<file path="src/rtl/otter_mmio_pkg.sv">
// Shared address map defaults and decode helper for the OTTER MMIO hub.
package otter_mmio_pkg;

  localparam logic [31:0] OUT_BASE_DEF = 32'h1100_0020;
  localparam logic [31:0] IN_BASE_DEF  = 32'h1100_0000;
  localparam logic [31:0] STRIDE_DEF   = 32'h0000_0020;
  localparam logic [31:0] IRQ_BASE_DEF = 32'h1100_0200;

  // Address of port idx in a bank starting at base with the given step.
  function automatic logic [31:0] port_addr(input logic [31:0] base,
                                            input logic [31:0] stride,
                                            input int unsigned idx);
    logic [31:0] idx_w;
    idx_w = idx;
    return base + stride * idx_w;
  endfunction

endpackage

</file>
<file path="src/rtl/mmio_irq_capture.sv">
// Interrupt capture: 2-flop synchroniser, rising-edge detect, pending/mask
// registers and the registered interrupt request.
module mmio_irq_capture
  import otter_mmio_pkg::*;
#(
  parameter int N_IRQ = 8
) (
  input  logic             clk,
  input  logic             rst,
  input  logic [N_IRQ-1:0] src,
  input  logic [N_IRQ-1:0] clr,
  input  logic             mask_wr,
  input  logic [N_IRQ-1:0] mask_data,
  output logic [N_IRQ-1:0] pending,
  output logic [N_IRQ-1:0] mask,
  output logic             intr
);

  logic [N_IRQ-1:0] sync1;
  logic [N_IRQ-1:0] sync2;
  logic [N_IRQ-1:0] prev;
  logic [N_IRQ-1:0] rise;

  // Bring the asynchronous sources into the clock domain and keep one more
  // stage of history so a level held high only registers once.
  always_ff @(posedge clk or posedge rst) begin
    if (rst) begin
      sync1 <= '0;
      sync2 <= '0;
      prev  <= '0;
    end else begin
      sync1 <= src;
      sync2 <= sync1;
      prev  <= sync2;
    end
  end

  assign rise = sync2 & ~prev;

  // Pending bits: write-1-to-clear, but a new edge in the same cycle wins.
  always_ff @(posedge clk or posedge rst) begin
    if (rst) pending <= '0;
    else     pending <= (pending & ~clr) | rise;
  end

  // Mask register loaded by software.
  always_ff @(posedge clk or posedge rst) begin
    if (rst)          mask <= '0;
    else if (mask_wr) mask <= mask_data;
  end

  // Interrupt request lags the pending/mask state by one cycle.
  always_ff @(posedge clk or posedge rst) begin
    if (rst) intr <= 1'b0;
    else     intr <= |(pending & mask);
  end

endmodule

</file>
<file path="src/rtl/otter_mmio_hub.sv">
// Memory-mapped I/O hub: output registers with write strobes, input ports,
// and an interrupt status/mask pair, all on the OTTER MCU I/O bus.
module otter_mmio_hub
  import otter_mmio_pkg::*;
#(
  parameter int          N_OUT    = 4,
  parameter int          N_IN     = 4,
  parameter int          N_IRQ    = 8,
  parameter logic [31:0] OUT_BASE = OUT_BASE_DEF,
  parameter logic [31:0] IN_BASE  = IN_BASE_DEF,
  parameter logic [31:0] STRIDE   = STRIDE_DEF,
  parameter logic [31:0] IRQ_BASE = IRQ_BASE_DEF
) (
  input  logic              CLK,
  input  logic              RESET,
  input  logic [31:0]       IOBUS_ADDR,
  input  logic [31:0]       IOBUS_OUT,
  input  logic              IOBUS_WR,
  output logic [31:0]       IOBUS_IN,
  input  logic [N_IN*32-1:0]  IN_DATA,
  output logic [N_OUT*32-1:0] OUT_DATA,
  output logic [N_OUT-1:0]  OUT_STB,
  input  logic [N_IRQ-1:0]  IRQ_SRC,
  output logic              INTR
);

  logic [N_OUT-1:0] out_hit;
  logic [N_IN-1:0]  in_hit;
  logic             stat_hit;
  logic             mask_hit;
  logic [N_IRQ-1:0] irq_clr;
  logic [N_IRQ-1:0] pending;
  logic [N_IRQ-1:0] mask;
  logic [31:0]      rd_data;

  for (genvar k = 0; k < N_OUT; k++) begin : g_out
    logic [31:0] data;
    assign out_hit[k] = (IOBUS_ADDR == port_addr(OUT_BASE, STRIDE, k));

    // Output register k captures the bus data on a matching write.
    always_ff @(posedge CLK or posedge RESET) begin
      if (RESET)                      data <= '0;
      else if (IOBUS_WR && out_hit[k]) data <= IOBUS_OUT;
    end

    assign OUT_DATA[32*k +: 32] = data;
  end

  for (genvar k = 0; k < N_IN; k++) begin : g_in
    assign in_hit[k] = (IOBUS_ADDR == port_addr(IN_BASE, STRIDE, k));
  end

  assign stat_hit = (IOBUS_ADDR == IRQ_BASE);
  assign mask_hit = (IOBUS_ADDR == IRQ_BASE + STRIDE);
  assign irq_clr  = (IOBUS_WR && stat_hit) ? IOBUS_OUT[N_IRQ-1:0] : '0;

  // One-cycle strobe in the cycle after each accepted output write.
  always_ff @(posedge CLK or posedge RESET) begin
    if (RESET) OUT_STB <= '0;
    else       OUT_STB <= IOBUS_WR ? out_hit : '0;
  end

  mmio_irq_capture #(
    .N_IRQ(N_IRQ)
  ) u_irq (
    .clk      (CLK),
    .rst      (RESET),
    .src      (IRQ_SRC),
    .clr      (irq_clr),
    .mask_wr  (IOBUS_WR && mask_hit),
    .mask_data(IOBUS_OUT[N_IRQ-1:0]),
    .pending  (pending),
    .mask     (mask),
    .intr     (INTR)
  );

  // Read mux; later assignments win, so output read-back beats an input
  // port at the same address, which in turn beats the IRQ registers.
  always_comb begin
    rd_data = '0;
    if (stat_hit) rd_data = 32'(pending);
    if (mask_hit) rd_data = 32'(mask);
    for (int k = 0; k < N_IN; k++)
      if (in_hit[k]) rd_data = IN_DATA[32*k +: 32];
    for (int k = 0; k < N_OUT; k++)
      if (out_hit[k]) rd_data = OUT_DATA[32*k +: 32];
  end

  assign IOBUS_IN = rd_data;

endmodule

</file>
<file path="config.mk">
export PLATFORM = sky130hd
export DESIGN_NAME = otter_mmio_hub
export DESIGN_NICKNAME = d
export VERILOG_FILES = /design/src/rtl/otter_mmio_pkg.sv /design/src/rtl/mmio_irq_capture.sv /design/src/rtl/otter_mmio_hub.sv
export SDC_FILE = /design/constraint.sdc
export NUM_CORES = 1
export LEC_CHECK = 0
export ABC_AREA = 1
export CELL_PAD_IN_SITES_DETAIL_PLACEMENT = 0
export CELL_PAD_IN_SITES_GLOBAL_PLACEMENT = 1
export CORE_ASPECT_RATIO = 0.6
export CORE_UTILIZATION = 32
export DETAILED_ROUTE_END_ITERATION = 10
export PLACE_DENSITY_LB_ADDON = 0.1
export RECOVER_POWER = 100
export SLEW_MARGIN = 0
export SYNTH_ARGS = -nofsm -noshare
export SYNTH_HDL_FRONTEND = slang
export SYNTH_SLANG_ARGS = --single-unit
</file>
<file path="constraint.sdc">
create_clock -name CLK -period 13.9 [get_ports CLK]
set_clock_uncertainty 0.15 [all_clocks]
set_input_delay 2.78 -clock CLK [delete_from_list [all_inputs] [get_ports CLK]]
set_output_delay 2.78 -clock CLK [all_outputs]
set_load 0.01 [all_outputs]
</file>
==> After elaboration in Yosys (flattened, before gate mapping) <==
Index checks and enable logic that the tools add are counted.
{ "op_classes": {"addsub": 0, "multipliers": 0, "n_div": 0, "order_cmp": 0, "eq_ne": 7, "n_shift": 0, "mux": 9, "bitwise": 6, "n_reduce_logical": 7} }
{ "ops": {"columns": ["op", "n"], "rows": [
  ["$eq 32x29->1 const B", 7],
  ["$mux 32", 6],
  ["$and 8x8->8", 3],
  ["$mux 8", 2],
  ["$not 8->8", 2],
  ["$or 8x8->8", 1],
  ["$reduce_or 8->1", 1],
  ["$logic_and 1x1->1", 6],
  ["$mux 4", 1]
]} }
{ "totals": {"register_bits": 173, "latchBits": 0, "mem_bits_rw": 0, "romBits": 0, "inputBits": 203, "output_inout_bits": 165, "elab_cells": 40, "mem_count": 0} }

==> Longest topological paths before layout <==
Gate-level depths: netlist (run 1).
{ "depth": {"word_depth": 8, "ltp_mapped": 16} }

==> Modules after synthesis <==
A second synthesis (run 1) with hierarchy kept.
{ "hier_totals": {"cells_unflattened": 1029, "area_unflattened_um2": 8225.4} }
{ "modules_own_cells": {"columns": ["module", "instances", "cells_per_inst", "area_per_inst_um2"], "rows": [
  ["otter_mmio_hub", 1, 923, 6917.9],
  ["mmio_irq_capture", 1, 106, 1307.5]
]} }

==> Worst setup path after synthesis (run 1) <==
No wires, ideal clock.
{ "synth_timing": {"path_type": "input -> output", "startpoint": "in IOBUS_ADDR[31]", "endpoint": "out IOBUS_IN[10]", "arrival_time_ps": 4171, "required_ps": 10970, "slack_ps": 6799, "stages": 13, "n_path_buf": 2, "path_cell_list": "nor2_1 -> inv_1 -> nor2_1 -> nand2_1 -> nor2_4 -> nand2_4 -> nor2_4 -> nand2_2 -> buf_6 -> buf_6 -> o221ai_1 -> nor2_1 -> nor2_1"} }
{ "synth_via": {"elab_chain_cells": 6} }
{ "synth_lines": {"columns": ["element", "line_no", "text"], "rows": [
  ["start, declared", "otter_mmio_hub.sv:16", "input logic [31:0] IOBUS_ADDR,"],
  ["$eq 32x29->1", "otter_mmio_hub.sv:50", "assign in_hit[k] = (IOBUS_ADDR == port_addr(IN_BASE, STRIDE, k));"],
  ["$mux 32", "otter_mmio_hub.sv:84", "if (in_hit[k]) rd_data = IN_DATA[32*k +: 32];"],
  ["$mux 32 (3 in series)", "otter_mmio_hub.sv:86", "if (out_hit[k]) rd_data = OUT_DATA[32*k +: 32];"],
  ["$mux 32 *", "otter_mmio_hub.sv:86", null],
  ["end, declared", "otter_mmio_hub.sv:19", "output logic [31:0] IOBUS_IN,"]
]} }
Every way passes the cells marked *; elsewhere a longest branch is shown, timed or not.

==> Final worst setup path (run 1) <==
{ "layout_timing": {"startpoint": "in IOBUS_ADDR[31]", "endpoint": "out IOBUS_IN[9]"} }
The elaborated chain is that of the path after synthesis.

==> results.cfg, run 1 <==
[worst_hold_path]
hp-class = register to register
hold_end = u_irq.sync2[1]
whs_path_depth = 0
hold_path_startpoint = u_irq.sync1[1]

[pwr]
p_switching_mw = 0.239
p_sw_frac = 0.226
p_seq_frac = 0.481
p_clk_frac = 0.469
pwr-share-comb = 0.050
power.leakage_nw = 5.67
internal_power_mw = 0.818
finalPower_mw = 1.06
max-vdd-ir-drop_mv = 0.0797
p_per_area_nw_per_um2 = 91.3

[cts]
clock_sinks = 173
cts-buffers-inserted = 17
clk-insertion-delay-late_ns = 0.43
post_cts_resize_count = 0
cts_tree = built
clk_pin_slew_worst_paths_ns = 0.07
cts_max_path_buffers = 2
htreeDepth = 4
cts-hold-fix-buffers = 0
postCtsSetupBuffers = 0
clock_tree.root_cell = clkbuf_16

[global_route]
grt_usage = 0.230
grt_pass1_vias = 7305
grtUsageMet2 = 0.308
use_met1 = 0.355
antenna_found_initial = 1
grt_first_pass_wirelength_mm = 45.3
top_usage_layer = met1
grt.overflow.total = 0
grt_use_met3 = 0.0706
grt_max_degree = 73

[cells_and_area]
mostFrequentLayoutCells = 255 x nand2_1, 176 x dlygate4sd3_1, 173 x dfrtp_1, 173 x o21ai_0, 147 x inv_1
drive_gt1_frac = 0.0344
diodes = 0
area_growth_pct = 41.4
final_common_cell = nand2_1
final_nets = 1471

[critical_path]
cp-end-kind = output port
r2r_start = u_irq.pending[7]
reg2reg_depth = 3
arrival_ns = 8.36
crit_required_ns = 10.97
rrSetupSlack_ns = 12.55
cp_max_fo = 40
worstSetupStartpointType = input pin
path_class = input pin to output port
timing.rr.end = u_irq.intr

[place]
io_buffers = 271
place_hpwl_mm = 20.3
gp_congestion = 0.805
dp_slack_ns = 4.52

[timing]
fin_setup_tns_ns = 0
finalSetupViolCount = 0
final_hold_viol_count = 0
drv_slew = 489
worstMarginPinSlew_ns = 3.89
layout_setup_ws_ns = 2.61
final_min_period_over_clock_period = 0.812
rsz0062_at_grt = no
fmax_ghz = 0.0886
max-slew-margin-rel = -1.59
finalCriticalPeriod_ns = 11.29

[synth]
async_flop_share = 1.00
synth_ff_type = dfrtp_1
synth_cell_types = 27
synth_enable_flop_cells = 0
syn_area_per_cell_um2 = 8.04
synth-seq-area-share = 0.529
ys_warn_count = 0
synth-seq-cells = 173
synth_cells = 1018
syn_area_um2 = 8180
synth_nets = 1221

[routing]
firstDrtPassIters = 5
drt_iter0_markers = 561
finalWirelength_mm = 29.5
drc = 0
wire_per_inst_um = 18.4
via_count = 7581
viasPerCell = 4.74
antenna_left = 0

[die]
die_y_um = 126
coreArea_um2 = 24700
die_area_um2 = 26200
initial_core_util = 0.332
io_pins = 368
die_w_um = 208
rows = 44

[job]
cap_viol_max_count = 11

[status]
failed_checks = capacitance limit, slew limit
status = finished, violations left
[Yosys cell counts (6+ instances only)]
library cell | count | area [um^2]
buf_2 | 28 | 140
o221ai_1 | 23 | 201
o21ai_0 | 132 | 661
nand3_1 | 61 | 305
nor2_1 | 96 | 360
o21ai_2 | 6 | 52.6
clkbuf_1 | 12 | 45.0
nand2_1 | 254 | 953
buf_6 | 6 | 67.6
dfrtp_1 | 173 | 4330
inv_1 | 144 | 541
nand4_1 | 9 | 56.3
o21ai_1 | 40 | 200
[layer usage]
metal,routed length (um),vias up,share of wire
met5,0,-,0
met4,267,0,0.0091
met3,2260,16,0.077
met2,11600,268,0.39
met1,15300,3567,0.52
li1,-,3730,-
[logic make-up after synthesis]
kind of cell | share of synthesized area
AND/OR/NAND/NOR | 0.225
AO/OA/AOI/OAI | 0.142
buffers and inverters | 0.103
flip-flops | 0.529
multiplexers | 0.00138
[state kept, by name, summed over array words and instances (netlist names)]
register / flops
g_out.data: 128
u_irq.mask: 8
u_irq.pending: 8
u_irq.prev: 8
u_irq.sync1: 8
u_irq.sync2: 8
OUT_STB: 4
u_irq.intr: 1
[how the worst max path moves through the flow]
| stage | start | to | slack (ns) | cells after the start |
|---|---|---|---|---|
| floorplan | RESET | OUT_STB[0] | 6.28 | 1 |
| global placement | IOBUS_ADDR[31] | IOBUS_IN[30] | 4.50 | 13 |
| detailed placement | IOBUS_ADDR[31] | IOBUS_IN[30] | 4.52 | 13 |
| CTS | IOBUS_ADDR[31] | IOBUS_IN[30] | 4.53 | 13 |
| global route | IOBUS_ADDR[31] | IOBUS_IN[30] | 2.13 | 14 |
| finish | IOBUS_ADDR[31] | IOBUS_IN[9] | 2.61 | 14 |
[power by group through the flow]
stage / sequential, mW / clock, mW / combinational (mW)
6_report: 0.508 / 0.496 / 0.0531
5_1_grt: 0.508 / 0.529 / 0.0589
4_1_cts: 0.508 / 0.508 / 0.0560
3_5_place_dp: 0.517 / 0 / 0.0557
3_3_place_gp: 0.517 / 0 / 0.0556
2_1_floorplan: 0.517 / 0 / 0.0150
[layout make-up]
| class | instances | area (um^2) |
|---|---|---|
| Clock buffer | 18 | 429 |
| Tap cell | 322 | 403 |
| Clock inverter | 12 | 161 |
| Fill cell | 2497 | 13100 |
| Timing Repair Buffer | 281 | 2760 |
| Multi-Input combinational cell | 645 | 2930 |
| Inverter | 150 | 564 |
| Sequential cell | 173 | 4330 |
[worst max-delay path: stages]
cell             delay [ns]
clkdlybuf4s50_1        0.40
nor2_1                 0.22
inv_1                  0.06
nor2_1                 0.10
nand2_1                0.06
nor2_1                 0.87
nand2_4                0.10
nor2_1                 0.85
inv_1                  0.70
clkbuf_1               0.98
nand2_1                0.38
nor2_1                 0.09
nor2_1                 0.12
dlygate4sd3_1          0.63
[metrics by stage]
stage                     std cells  area [um^2]  hold slack, ns   util
after floorplan                1018         8180           0.181      -
after global placement         1571        11100           0.183  0.450
after detailed placement       1571        11100           0.186  0.450
after CTS                      1601        11700           0.202  0.474
after global routing           1601        11600           0.206  0.469
final                          1601        11600           0.200  0.469
(Power assumes the default switching activity.)
==> run 2, diff against run 1 <==
--- a/config.mk
+++ b/config.mk
@@ -9,7 +9,7 @@
 export CELL_PAD_IN_SITES_DETAIL_PLACEMENT = 0
 export CELL_PAD_IN_SITES_GLOBAL_PLACEMENT = 1
 export CORE_ASPECT_RATIO = 0.6
-export CORE_UTILIZATION = 32
+export CORE_UTILIZATION = 30
 export DETAILED_ROUTE_END_ITERATION = 10
 export PLACE_DENSITY_LB_ADDON = 0.1
 export RECOVER_POWER = 100
==> constraint.sdc (replaced) <==
create_clock -name CLK -period 11.7 [get_ports CLK]
set_clock_uncertainty 0.15 [all_clocks]
set_input_delay 2.34 -clock CLK [delete_from_list [all_inputs] [get_ports CLK]]
set_output_delay 2.34 -clock CLK [all_outputs]
set_load 0.01 [all_outputs]
==> results.cfg, run 2 (synthesis results as in run 1) <==
[cts]
htreeDepth = 4
cts_tree = built
postCtsSetupBuffers = 0
cts_max_path_buffers = 2
cts-buffers-inserted = 17
clock_tree.root_cell = clkbuf_16
clk-insertion-delay-late_ns = 0.45
cts-hold-fix-buffers = 0
post_cts_resize_count = 0
clk_pin_slew_worst_paths_ns = 0.06
clock_sinks = 173

[cells_and_area]
final_nets = 1470
mostFrequentLayoutCells = 257 x nand2_1, 175 x dlygate4sd3_1, 174 x o21ai_0, 173 x dfrtp_1, 147 x inv_1
area_growth_pct = 41.9
final_common_cell = nand2_1
multi_input_area_um2 = 2940
largest_reg_flops = 128
regArea_um2 = 4330
diodes = 0
finalNonFillerCells = 1640
fin_util = 0.437
drive_gt1_frac = 0.0383
num-fill-cells = 2757
top_register = g_out.data

[critical_path]
reg2reg_depth = 3
crit_top_cell = nand2_1
cp-end-kind = output port
crit_chain = dlygate4sd3_1 > nor2_1 > inv_1 > nor2_1 > nand2_1 > nor2_1 > nand2_1 > nor2_4 > nand2_1 > buf_4 > o21ai_0 > inv_1 > nand2_1 > nand2_1 > nand2_1 > nand2_1 > dlygate4sd3_1
timing.rr.end = u_irq.intr
arrival_ns = 7.47
cp_max_fo = 23
slowest_delay_ns = 0.82
rrSetupSlack_ns = 10.32
r2r_start = u_irq.mask[1]
path_class = input pin to output port
cp_slowest_cell = nor2_1
crit_required_ns = 9.21
worstSetupStartpointType = input pin

[worst_hold_path]
hold_end = u_irq.sync2[2]
whs_path_depth = 0
hp-class = register to register
hold_path_startpoint = u_irq.sync1[2]

[global_route]
grt_pass1_vias = 7278
antenna_found_initial = 0
top_usage_layer = met1
grt.overflow.total = 0
grt_use_met3 = 0.0592
grt_first_pass_wirelength_mm = 45.5
grt_max_degree = 67
use_met1 = 0.332
grt_usage = 0.222
grtUsageMet2 = 0.312

[routing]
drc = 0
finalWirelength_mm = 30.3
antenna_left = 0
firstDrtPassIters = 5
wire_per_inst_um = 18.5
via_count = 7624
drt_iter0_markers = 543
viasPerCell = 4.65

[die]
initial_core_util = 0.308
die_area_um2 = 28000
io_pins = 368
die_w_um = 215
die_y_um = 130
rows = 46
coreArea_um2 = 26600

[place]
place_hpwl_mm = 20.7
placed_cells = 1608
io_buffers = 271
gp_congestion = 0.821
dp_slack_ns = 2.96

[pwr]
p_per_area_nw_per_um2 = 106
internal_power_mw = 0.941
pwr-share-comb = 0.052
p_switching_mw = 0.293
max-vdd-ir-drop_mv = 0.0866
power.leakage_nw = 5.69
p_clk_frac = 0.459
p_seq_frac = 0.489
p_sw_frac = 0.237

[status]
status = finished, violations left
failed_checks = capacitance limit, slew limit

[job]
cap_viol_max_count = 10

[timing]
finalCriticalPeriod_ns = 9.96
max-slew-margin-rel = -1.41
fmax_ghz = 0.100
fin_setup_tns_ns = 0
drv_slew = 481
final_hold_viol_count = 0
finalSetupViolCount = 0
layout_setup_ws_ns = 1.74
rsz0062_at_grt = no
holdWs_ns = 0.199
final_min_period_over_clock_period = 0.852
worstMarginPinSlew_ns = 3.62
run 2: changes by cell type in the layout (fill, tap and decap cells not counted), moves of 2 or more:
cell        change
bufinv_16       -2
nand2_1         +2
clkinv_2        +5
clkbuf_8        +2
nor2_1          -2
clkbuf_1        -4
clkinvlp_4      -2
run 2: power by group through the flow:
| stage | Clock, mW | Combinational, mW | Sequential (mW) |
|---|---|---|---|
| after global placement | 0 | 0.0672 | 0.615 |
| after global routing | 0.605 | 0.0707 | 0.604 |
| after floorplan | 0 | 0.0178 | 0.615 |
| after CTS | 0.576 | 0.0674 | 0.603 |
| final | 0.566 | 0.0637 | 0.604 |
| after detailed placement | 0 | 0.0670 | 0.615 |
run 2: area by class of cell:
type	instances	area share
multi-input cells	645	0.253
well taps	360	0.0388
inverters	150	0.0486
clock buffers	19	0.0390
repair buffers	280	0.238
clock inverters	13	0.00981
flip-flops and latches	173	0.373
run 2: worst max-delay path by stage:
stage                        start      endpoint  slack [ns]  depth (start not counted)
global placement    IOBUS_ADDR[31]  IOBUS_IN[24]        3.00                         14
CTS                 IOBUS_ADDR[31]   IOBUS_IN[2]        2.96                         16
detailed placement  IOBUS_ADDR[31]   IOBUS_IN[2]        2.96                         16
global route        IOBUS_ADDR[31]   IOBUS_IN[7]        1.34                         16
floorplan                    RESET    OUT_STB[0]        4.52                          1
finish              IOBUS_ADDR[31]   IOBUS_IN[4]        1.74                         17
run 2: layer usage:
metal  vias to the layer above  part of all wire
met1                      3646              0.51
met4                         0            0.0082
met3                        20             0.066
li1                       3743                 -
met5                         -                 0
met2                       215              0.42
run 2: worst max-delay path: cells and delay by family:
family	cells	cell delay [ns]
AOI/OAI and AO/OA	1	0.12
buffers and inverters	5	1.77
and+or+nand+nor	11	3.20
run 2: through the flow:
step / instance area (um^2) / power, mW
after floorplan: 8180 / 0.632
after CTS: 11700 / 1.25
after global placement: 11100 / 0.682
final: 11600 / 1.23
after detailed placement: 11100 / 0.682
after global routing: 11600 / 1.28
